--- src/rtl/bf16_fp8_packer.sv ---
// bf16_fp8_packer
//   Converts a stream of BF16 accumulator values to FP8 E4M3 bytes and packs
//   them four to a 32-bit word. The conversion rounds to nearest even. Values
//   that are too large saturate to +/-448, and values that are too small
//   flush to zero. There are no FP8 subnormals.
//   The pipeline has two stages: an S1 register holding the converted byte,
//   and a pack stage that feeds the output word register. The latency is two
//   cycles.
//
// Ports
//   clk, rst            sole clock, synchronous active-high reset
//   clear               zeroes sat_count / uf_count (wins over an increment)
//   in_valid/in_ready   input handshake; in_data = BF16, in_last = end of tile
//   out_valid/out_ready output handshake; out_data = 4 FP8 bytes (lane 0 in
//                       [7:0]), out_keep = valid lanes, out_last = tile end
//   sat_count, uf_count saturating event counters (saturation / underflow)
module bf16_fp8_packer (
    input  logic        clk,
    input  logic        rst,
    input  logic        clear,
    input  logic        in_valid,
    output logic        in_ready,
    input  logic [15:0] in_data,
    input  logic        in_last,
    output logic        out_valid,
    input  logic        out_ready,
    output logic [31:0] out_data,
    output logic [3:0]  out_keep,
    output logic        out_last,
    output logic [15:0] sat_count,
    output logic [15:0] uf_count
);
    localparam int NUM_LANES = 4;

    typedef struct packed {
        logic       last;
        logic [7:0] data;
    } s1_t;

    // ---------------- conversion (combinational, on in_data) ----------------
    logic       cv_sign;
    logic [7:0] cv_exp;
    logic [6:0] cv_man;
    logic       cv_inc;
    logic [3:0] cv_sum;
    logic [2:0] cv_mant;
    logic [9:0] cv_ef;      // two's complement; e spans 1..254, so no wrap
    logic [7:0] cv_byte;
    logic       cv_sat;
    logic       cv_uf;

    always_comb begin
        cv_sign = in_data[15];
        cv_exp  = in_data[14:7];
        cv_man  = in_data[6:0];
        // RNE: guard = m[3], sticky = |m[2:0], lsb = m[4]
        cv_inc  = cv_man[3] & ((|cv_man[2:0]) | cv_man[4]);
        cv_sum  = {1'b0, cv_man[6:4]} + {3'b000, cv_inc};
        cv_mant = cv_sum[3] ? 3'b000 : cv_sum[2:0];
        cv_ef   = {2'b00, cv_exp} + {9'd0, cv_sum[3]} - 10'd120;
        cv_byte = 8'h00;
        cv_sat  = 1'b0;
        cv_uf   = 1'b0;
        if (cv_exp == 8'hFF) begin
            cv_byte = {cv_sign, 7'h7E};
            cv_sat  = 1'b1;
        end else if (cv_exp != 8'h00) begin
            if (!cv_ef[9] && ((cv_ef > 10'd15) ||
                              (cv_ef == 10'd15 && cv_mant == 3'b111))) begin
                // 0x7F/0xFF would be NaN in E4M3, so clamp to 448
                cv_byte = {cv_sign, 7'h7E};
                cv_sat  = 1'b1;
            end else if (cv_ef[9] || cv_ef == 10'd0) begin
                cv_uf   = 1'b1;
            end else begin
                cv_byte = {cv_sign, cv_ef[3:0], cv_mant};
            end
        end
    end

    // ---------------- handshake / pipeline control ----------------
    s1_t                        s1_q;
    logic                       s1_valid;
    logic [1:0]                 lane;
    logic [2:0][7:0]            part;
    logic                       completes;
    logic                       s1_adv;
    logic                       in_fire;
    logic [NUM_LANES-1:0][7:0]  word_next;
    logic [NUM_LANES-1:0]       keep_next;

    assign completes = (lane == 2'd3) | s1_q.last;
    // A non-completing byte only lands in the partial store, so it never
    // waits on the output register.
    assign s1_adv    = s1_valid & (~completes | ~out_valid | out_ready);
    assign in_ready  = ~s1_valid | s1_adv;
    assign in_fire   = in_valid & in_ready;

    // Lanes below the counter come from the partial store. The current lane
    // comes from S1. Lanes above it are zero, so stale partial bytes never
    // leak into a short word.
    for (genvar i = 0; i < NUM_LANES; i++) begin : g_lane
        if (i < NUM_LANES - 1) begin : g_low
            assign word_next[i] = (2'(i) < lane)  ? part[i]   :
                                  (2'(i) == lane) ? s1_q.data : 8'h00;
        end else begin : g_top
            assign word_next[i] = (lane == 2'd3) ? s1_q.data : 8'h00;
        end
    end
    assign keep_next = 4'b1111 >> (2'd3 - lane);

    always_ff @(posedge clk) begin
        if (rst) begin
            s1_valid  <= 1'b0;
            s1_q      <= '0;
            lane      <= 2'd0;
            part      <= '0;
            out_valid <= 1'b0;
            out_data  <= 32'h0;
            out_keep  <= 4'h0;
            out_last  <= 1'b0;
        end else begin
            if (in_fire) begin
                s1_valid  <= 1'b1;
                s1_q.last <= in_last;
                s1_q.data <= cv_byte;
            end else if (s1_adv) begin
                s1_valid  <= 1'b0;
            end

            if (s1_adv) begin
                if (completes) begin
                    lane <= 2'd0;
                end else begin
                    lane <= lane + 2'd1;
                end
            end

            for (int i = 0; i < NUM_LANES - 1; i++) begin
                if (s1_adv && !completes && lane == 2'(i)) begin
                    part[i] <= s1_q.data;
                end
            end

            if (s1_adv && completes) begin
                out_valid <= 1'b1;
                out_data  <= word_next;
                out_keep  <= keep_next;
                out_last  <= s1_q.last;
            end else if (out_valid && out_ready) begin
                out_valid <= 1'b0;
            end
        end
    end

    // ---------------- statistics ----------------
    always_ff @(posedge clk) begin
        if (rst || clear) begin
            sat_count <= 16'h0;
            uf_count  <= 16'h0;
        end else begin
            if (in_fire && cv_sat && sat_count != 16'hFFFF) begin
                sat_count <= sat_count + 16'd1;
            end
            if (in_fire && cv_uf && uf_count != 16'hFFFF) begin
                uf_count <= uf_count + 16'd1;
            end
        end
    end

endmodule

--- config.mk ---
export PLATFORM = sky130hd
export DESIGN_NAME = bf16_fp8_packer
export DESIGN_NICKNAME = d
export VERILOG_FILES = /design/src/rtl/bf16_fp8_packer.sv
export SDC_FILE = /design/constraint.sdc
export NUM_CORES = 1
export LEC_CHECK = 0
export CAP_MARGIN = 20
export CORE_MARGIN = 2
export CORE_UTILIZATION = 30
export CTS_CLUSTER_SIZE = 25
export DETAILED_ROUTE_END_ITERATION = 10
export DONT_BUFFER_PORTS = 1
export PLACE_DENSITY = 0.47
export SYNTH_ARGS = -nofsm -noshare
export SYNTH_HDL_FRONTEND = slang
export SYNTH_SLANG_ARGS = --single-unit
--- constraint.sdc ---
create_clock -name clk -period 3.8 [get_ports clk]
set_input_delay 0.57 -clock clk [delete_from_list [all_inputs] [get_ports clk]]
set_output_delay 0.57 -clock clk [all_outputs]
set_load 0.02 [all_outputs]
==> results.md, run 1 <==
* Post-detailed-route wirelength per cell at 16.2 um
* Relative area change from synthesis to final layout at 8.54%
* Synth unique cells at 51
* Leakage power summed over all cells at 1.85 nW
* Number of hold violations in the final report at 0
* Placed wire-length estimate at 9010 um
* Standard cell area after detailed placement at 5090 um2
* Number of enable-type register cells in the synthesized netlist at 0
* Total wirelength of the detailed-routed design at 13000 um
* Summed negative setup slack over all endpoints at 0 ns
* Portion of synthesized cell area occupied by the leading cell type at 42.9%
* Vias in the first global route at 3900
* Finish-stage setup viols at 0
* Class of the tightest hold or removal check: in -> reg
* Final non-filler cell area at 5370 um2
* Detailed-route vias per instance at 5.27
* Most common cell after layout, fill and taps aside: dfxtp_1
* Clock transition time at the flip-flop clock pins of the worst setup and hold paths at 0.07 ns
* Top library cells by usage in the layout, fill and taps aside: dfxtp_1 (106), nand2_1 (96), nor2_1 (70), a21oi_1 (45), a211oi_1 (26)
* Data required time of the worst path at around 4 ns
* Global route total overflow at 0
* Async SR Flop Fraction at 0%
* Endpoint of the worst hold-timing path: s1_valid
* Area contributors post-synth: dfxtp_1 (43%), nand2_1 (7.3%), nor2_1 (5.4%)
* Worst clock skew at 0.00996 ns
* DRT iter0 DRCs at 192
* Netlist area before placement at 4950 um2
* Worst vdd ir at 0.220 mV
* Worst slew margin at 20.9%
* Most frequently used flop master after synthesis: dfxtp_1
* Die width at 132 um
* Beginning of the worst register-to-register path: lane[1]
* Post-Synthesis Net Count at 640
* Largest net degree at the start of global routing at just over 80
* Number of buffers on the longest clock path at 2
* Initial antenna violation count at 0
* Final weighted congestion in routability-driven placement at just over 0.8
* Number of storage elements in the synthesis netlist at 106
* Vias post-DR at 4229
* Hold Path Depth at 1
* Number of standard cells after synthesis at 608
* Max_cap viols at 0
* Final critical delay including setup and external delays at around 3.1 ns
* Hold Startpoint: rst
* Vertical die dimension at 132 um
* # clock sinks at roughly 110
* Initial DRT Pass Iterations at 4
* Critical path startpoint category: input pin
* Average cell area after synthesis at 8.14 um2
* Antenna cell count at 0
* Clock insertion delay at the later pin of the skew report at between 0.3 and 0.4 ns
* Actual transition at the worst max-transition pin at roughly 1.2 ns
* Maximum clock rate at approximately 320 MHz
* Ports at 93
* Reg2reg end: uf_count[7]
* Clock root buffer: clkbuf_16
* CP Data Arrival Time at 3.41 ns
* Worst Setup End Kind: register
* Number of buffers created by CTS at 9
* Die area at between 15000 and 20000 um2
* # Post-CTS Setup Buffers at 0
* Share of cells above drive strength 1 at 5.63%
* Remaining routing DRC violations at 0
* Depth of the CTS H-tree at 3
* Resized cells post-CTS at 0
* WS Path Type: in -> reg
* Outcome: finished clean
* GRT Total Usage at 14.8%
* P per Cell Area at 406 nW/um2
* Antenna Nets Post-Route at 0
* Final critical-path share of the clock period at 82.2%
* Slew Limit Fails at 0
* Count of standard-cell rows at between 40 and 50
* Seq/Total Area, Yosys at 42.9%
* Count of input and output buffers at 0
* Reg-to-reg setup timing slack at 0.90 ns
* Library cell with the largest summed area after synthesis: dfxtp_1
* Worst-path maximum fanout at 24
* Starting utilization of the core area at a little under a third
* Yosys Warn Count at 0
* TritonCTS clock tree: yes
* Path depth of the worst reg2reg path at 8
* Number of nets in the finished design at 613
* Global-route wire length before repair at 20800 um
* Core footprint at 16000 um2
* Unrepaired setup endpoints after global routing: no
* Hold-fix buffers, CTS at 0
## cell families (layout without fill, tap and decap cells)
logic type / Yosys count / in the layout / synth area share (%)
AO/OA/AOI/OAI: 118 / 118 / 15.7
XOR/XNOR: 10 / 10 / 1.92
adder cells (fa/ha/maj): 10 / 10 / 2.53
buffers and inverters: 50 / 28 / 4.14
flip-flops: 106 / 106 / 42.9
multiplexers: 17 / 17 / 3.44
AND/OR/NAND/NOR: 297 / 297 / 29.4
## cells in the mapped netlist (4+ instances only)
master and instances:
a22oi_1 10, a211oi_1 26, nand4_1 9, nor4b_1 5, and4_1 4, a21oi_1 45
xnor2_1 9, clkbuf_1 39, or3_1 12, dfxtp_1 106, and3_1 21, mux2i_1 17
nand2_1 96, nor4_1 10, a22o_1 5, o31ai_1 5, inv_1 6, nand3_1 21
nor2_1 71, nor3_1 22, a31oi_1 4, ha_1 10, o21ai_0 8, or4_1 5
## metal layers
metal  GRT usage, %  share of wire, %
met5              0                 0
met4           5.56               1.6
met3           5.75               8.0
met2           23.1                46
met1           18.5                45
## sequential cells by signal, indices dropped and copies added, names as in the netlist
name	cells
out_data	32
part	24
sat_count	16
uf_count	16
s1_q	9
out_keep	4
lane	2
out_last	1
out_valid	1
s1_valid	1
## area by class of cell
type,count,area (um2)
Clock buffer,11,243
Sequential cell,106,2120
Timing Repair Buffer,6,45.0
Multi-Input combinational cell,452,2630
Inverter,6,22.5
Fill cell,1709,10600
Tap cell,216,270
Clock inverter,5,38.8
## how the worst max path moves through the flow
stage / from / slack [ns] / to / cells after the start
after floorplan: in_data[4] / 0.79 / uf_count[13] / 11
after global placement: in_data[4] / 0.43 / uf_count[7] / 9
after detailed placement: in_data[4] / 0.36 / uf_count[7] / 9
after CTS: in_data[4] / 0.71 / uf_count[7] / 9
after global routing: in_data[4] / 0.46 / uf_count[15] / 9
final: in_data[4] / 0.68 / uf_count[7] / 9
## where the power goes
group	internal, mW	switching [mW]	leakage (nW)
clock	0.466	0.427	0.136
combinational	0.0459	0.0715	0.856
sequential	1.13	0.0398	0.857
total	1.64	0.539	1.85
## stage by stage
stage | worst slack, ns | power (mW) | instances | hold slack, ns | utilization [%]
after floorplan | 0.787 | 1.29 | 608 | 0.436 | -
after global placement | 0.431 | 1.31 | 786 | 0.436 | 31.8
after detailed placement | 0.362 | 1.31 | 786 | 0.441 | 31.8
after CTS | 0.712 | 2.22 | 802 | 0.282 | 33.6
after global routing | 0.456 | 2.27 | 802 | 0.307 | 33.6
final | 0.675 | 2.18 | 802 | 0.321 | 33.6
## worst max-delay path: stages
cell and delay (ns):
and4_1 0.25, ha_1 0.29, ha_1 0.30, xnor2_2 0.15, nor3b_2 0.25, or4b_1 0.49, a21o_1 0.41, or4_1 0.55
a21oi_1 0.15
(Power assumes the default switching activity.)
==> inputs of run 2 (changes only) <==
==> constraint.sdc (replaced) <==
create_clock -name clk -period 3.23 [get_ports clk]
set_input_delay 0.4845 -clock clk [delete_from_list [all_inputs] [get_ports clk]]
set_output_delay 0.4845 -clock clk [all_outputs]
set_load 0.02 [all_outputs]
==> run 2 against run 1 <==
Compared with the run above: clock power grew 34%; total power grew 25%; worst hold slack lost 0.094 ns; utilization grew 0.68 points; critical path depth is the same; clock skew grew 0.0023 ns; sequential share of layout area shrank 0.78 points; critical path type unchanged; largest power group unchanged; highest routed layer unchanged.
==> results.md, run 2 (synthesized netlist as in run 1, its figures left out) <==
* P per Cell Area at 496 nW/um2
* DRT iter0 DRCs at 253
* Max_cap viols at 0
* Hold-fix buffers, CTS at 0
* Hold Startpoint: rst
* Register name with the most flops: out_data
* Most common cell after layout, fill and taps aside: dfxtp_1
* Final non-filler cell area at 5480 um2
* Clock transition time at the flip-flop clock pins of the worst setup and hold paths at 0.07 ns
* # clock sinks at 106
* Global route total overflow at 0
* Data required time of the worst path at between 3 and 4 ns
* WS Path Type: in -> reg
* Worst clock skew at 0.0123 ns
* Die width at 132 um
* Outcome: finished clean
* Unrepaired setup endpoints after global routing: no
* Standard cell area after detailed placement at 5160 um2
* Largest regs: out_data: 32 flops, part: 24 flops
* Antenna Nets Post-Route at 0
* Remaining routing DRC violations at 0
* Worst Setup End Kind: register
* Number of hold violations in the final report at 0
* Antenna cell count at 0
* Die area at 17500 um2
* CP Data Arrival Time at 3.08 ns
* Number of buffer and inverter stages on the critical path at 0
* Most frequent cell on the critical path: ha_1
* Worst-path maximum fanout at 24
* Worst vdd ir at 0.247 mV
* Worst slew margin at 54.5%
* Worst slack on hold paths at 0.227 ns
* Pre-CTS setup slack at 0.0771 ns
* Leakage power summed over all cells at 1.92 nW
* Ports at 93
* GRT Total Usage at 15.2%
* Flip-flop count of the largest register, all copies and words added at 32
* Vias in the first global route at approximately 4000
* Finish-stage setup viols at 0
* TritonCTS clock tree: yes
* Count of standard-cell rows at 46
* Resized cells post-CTS at 0
* Count of input and output buffers at 0
* Initial DRT Pass Iterations at 4
* Starting utilization of the core area at 30.9%
* Slew Limit Fails at 0
* Depth of the CTS H-tree at 3
* Clock root buffer: clkbuf_16
* Number of buffers on the longest clock path at 2
* Detailed-route vias per instance at roughly 5.2
* Clock insertion delay at the later pin of the skew report at around 0.36 ns
* Slowest-stage cell, CP: or4_1
* Number of buffers created by CTS at 9
* Class of the tightest hold or removal check: in -> reg
* Summed negative setup slack over all endpoints at 0 ns
* Critical path startpoint category: input pin
* First element of the critical path: in_data[4]
* Final critical delay including setup and external delays at 2.79 ns
* Final critical-path share of the clock period at 86.5%
* Maximum clock rate at 358 MHz
* Final weighted congestion in routability-driven placement at 0.832
* Initial antenna violation count at 0
* Largest net degree at the start of global routing at just over 80
* Crit path largest cell delay at roughly 0.55 ns
* Top library cells by usage in the layout, fill and taps aside: dfxtp_1 (106), nand2_1 (96), nor2_1 (70), a21oi_1 (45), a211oi_1 (26)
* Placed wire-length estimate at 9200 um
* # Post-CTS Setup Buffers at 0
* Post-detailed-route wirelength per cell at 16.3 um
* Actual transition at the worst max-transition pin at just under 0.7 ns
* Beginning of the worst register-to-register path: lane[0]
* Vertical die dimension at 132 um
* Cell family with most CP delay: simple AND/OR/NAND/NOR gates
* Core footprint at around 16000 um2
* Critical path, cell by cell: and4_1 -> ha_1 -> ha_1 -> xnor2_2 -> nor3b_2 -> or4b_1 -> a21o_1 -> or4_1 -> a21oi_1
* Relative area change from synthesis to final layout at 10.7%
* Share of cells above drive strength 1 at under 10%
* Vias post-DR at 4244
* Total wirelength of the detailed-routed design at 13200 um
* Number of nets in the finished design at around 620
* Global-route wire length before repair at 21300 um
* Worst path setup slack after routing at 0.437 ns
run 2: cell types whose count changed in the layout (fill, tap and decap cells not counted):
cell,previous run,this run
clkinvlp_4,1,0
clkbuf_8,1,0
clkbuf_1,1,0
inv_8,0,1
bufinv_16,0,2
buf_4,6,15
clkinv_2,1,0
run 2: area by class of cell:
type                       count  area [um2]
tap                          216         270
multi-input combinational    452        2630
clock buffer                   9         225
timing repair buffer          15         113
fill                        1723       10500
clock inverter                 6        97.6
sequential                   106        2120
inverter                       6        22.5
run 2: worst reg2reg max path: cells and delay by family (launching register included):
| kind | cells | cell delay [ns] |
|---|---|---|
| adder cells (fa/ha/maj) | 1 | 0.22 |
| AND/OR/NAND/NOR | 3 | 1.02 |
| flip-flops | 1 | 0.35 |
| AO/OA/AOI/OAI | 3 | 0.86 |
run 2: layer usage:
layer | GRT usage [%] | up-vias | part of all wire (%)
met5 | 0 | - | 0
met4 | 4.18 | 0 | 0.91
met3 | 7.01 | 11 | 8.2
met2 | 24.7 | 109 | 46
met1 | 18.1 | 1996 | 44
li1 | - | 2128 | -
run 2: through the flow:
stage	utilization [%]	cells	power, mW
floorplan	-	608	1.52
global placement	32.2	795	1.55
detailed placement	32.2	795	1.55
CTS	34.3	810	2.76
global route	34.3	810	2.84
finish	34.3	810	2.72
run 2: power breakdown:
part           switching [mW]  internal (mW)  leakage (nW)
Combinational          0.0874         0.0587         0.903
Clock                   0.516          0.686         0.158
Sequential             0.0445           1.33         0.857
Total                   0.648           2.07          1.92
run 2: final timing paths:
path / slack (ns) / depth (start not counted) / to
hold reg to reg: 0.45 / 2 / part[18]
setup / recovery: 0.44 / 9 / uf_count[7]
hold / removal: 0.23 / 1 / s1_q[6]
setup reg to reg: 0.71 / 7 / uf_count[7]
==> inputs of run 3 (changes only) <==
--- a/config.mk
+++ b/config.mk
@@ -5,7 +5,8 @@
 export SDC_FILE = /design/constraint.sdc
 export NUM_CORES = 1
 export LEC_CHECK = 0
-export CAP_MARGIN = 20
+export ABC_CLOCK_PERIOD_IN_PS = 3230
+export CAP_MARGIN = 30
 export CORE_MARGIN = 2
 export CORE_UTILIZATION = 30
 export CTS_CLUSTER_SIZE = 25
==> results of run 3 <==
No change in the layout: final DEF, timing and power equal those of run 2.
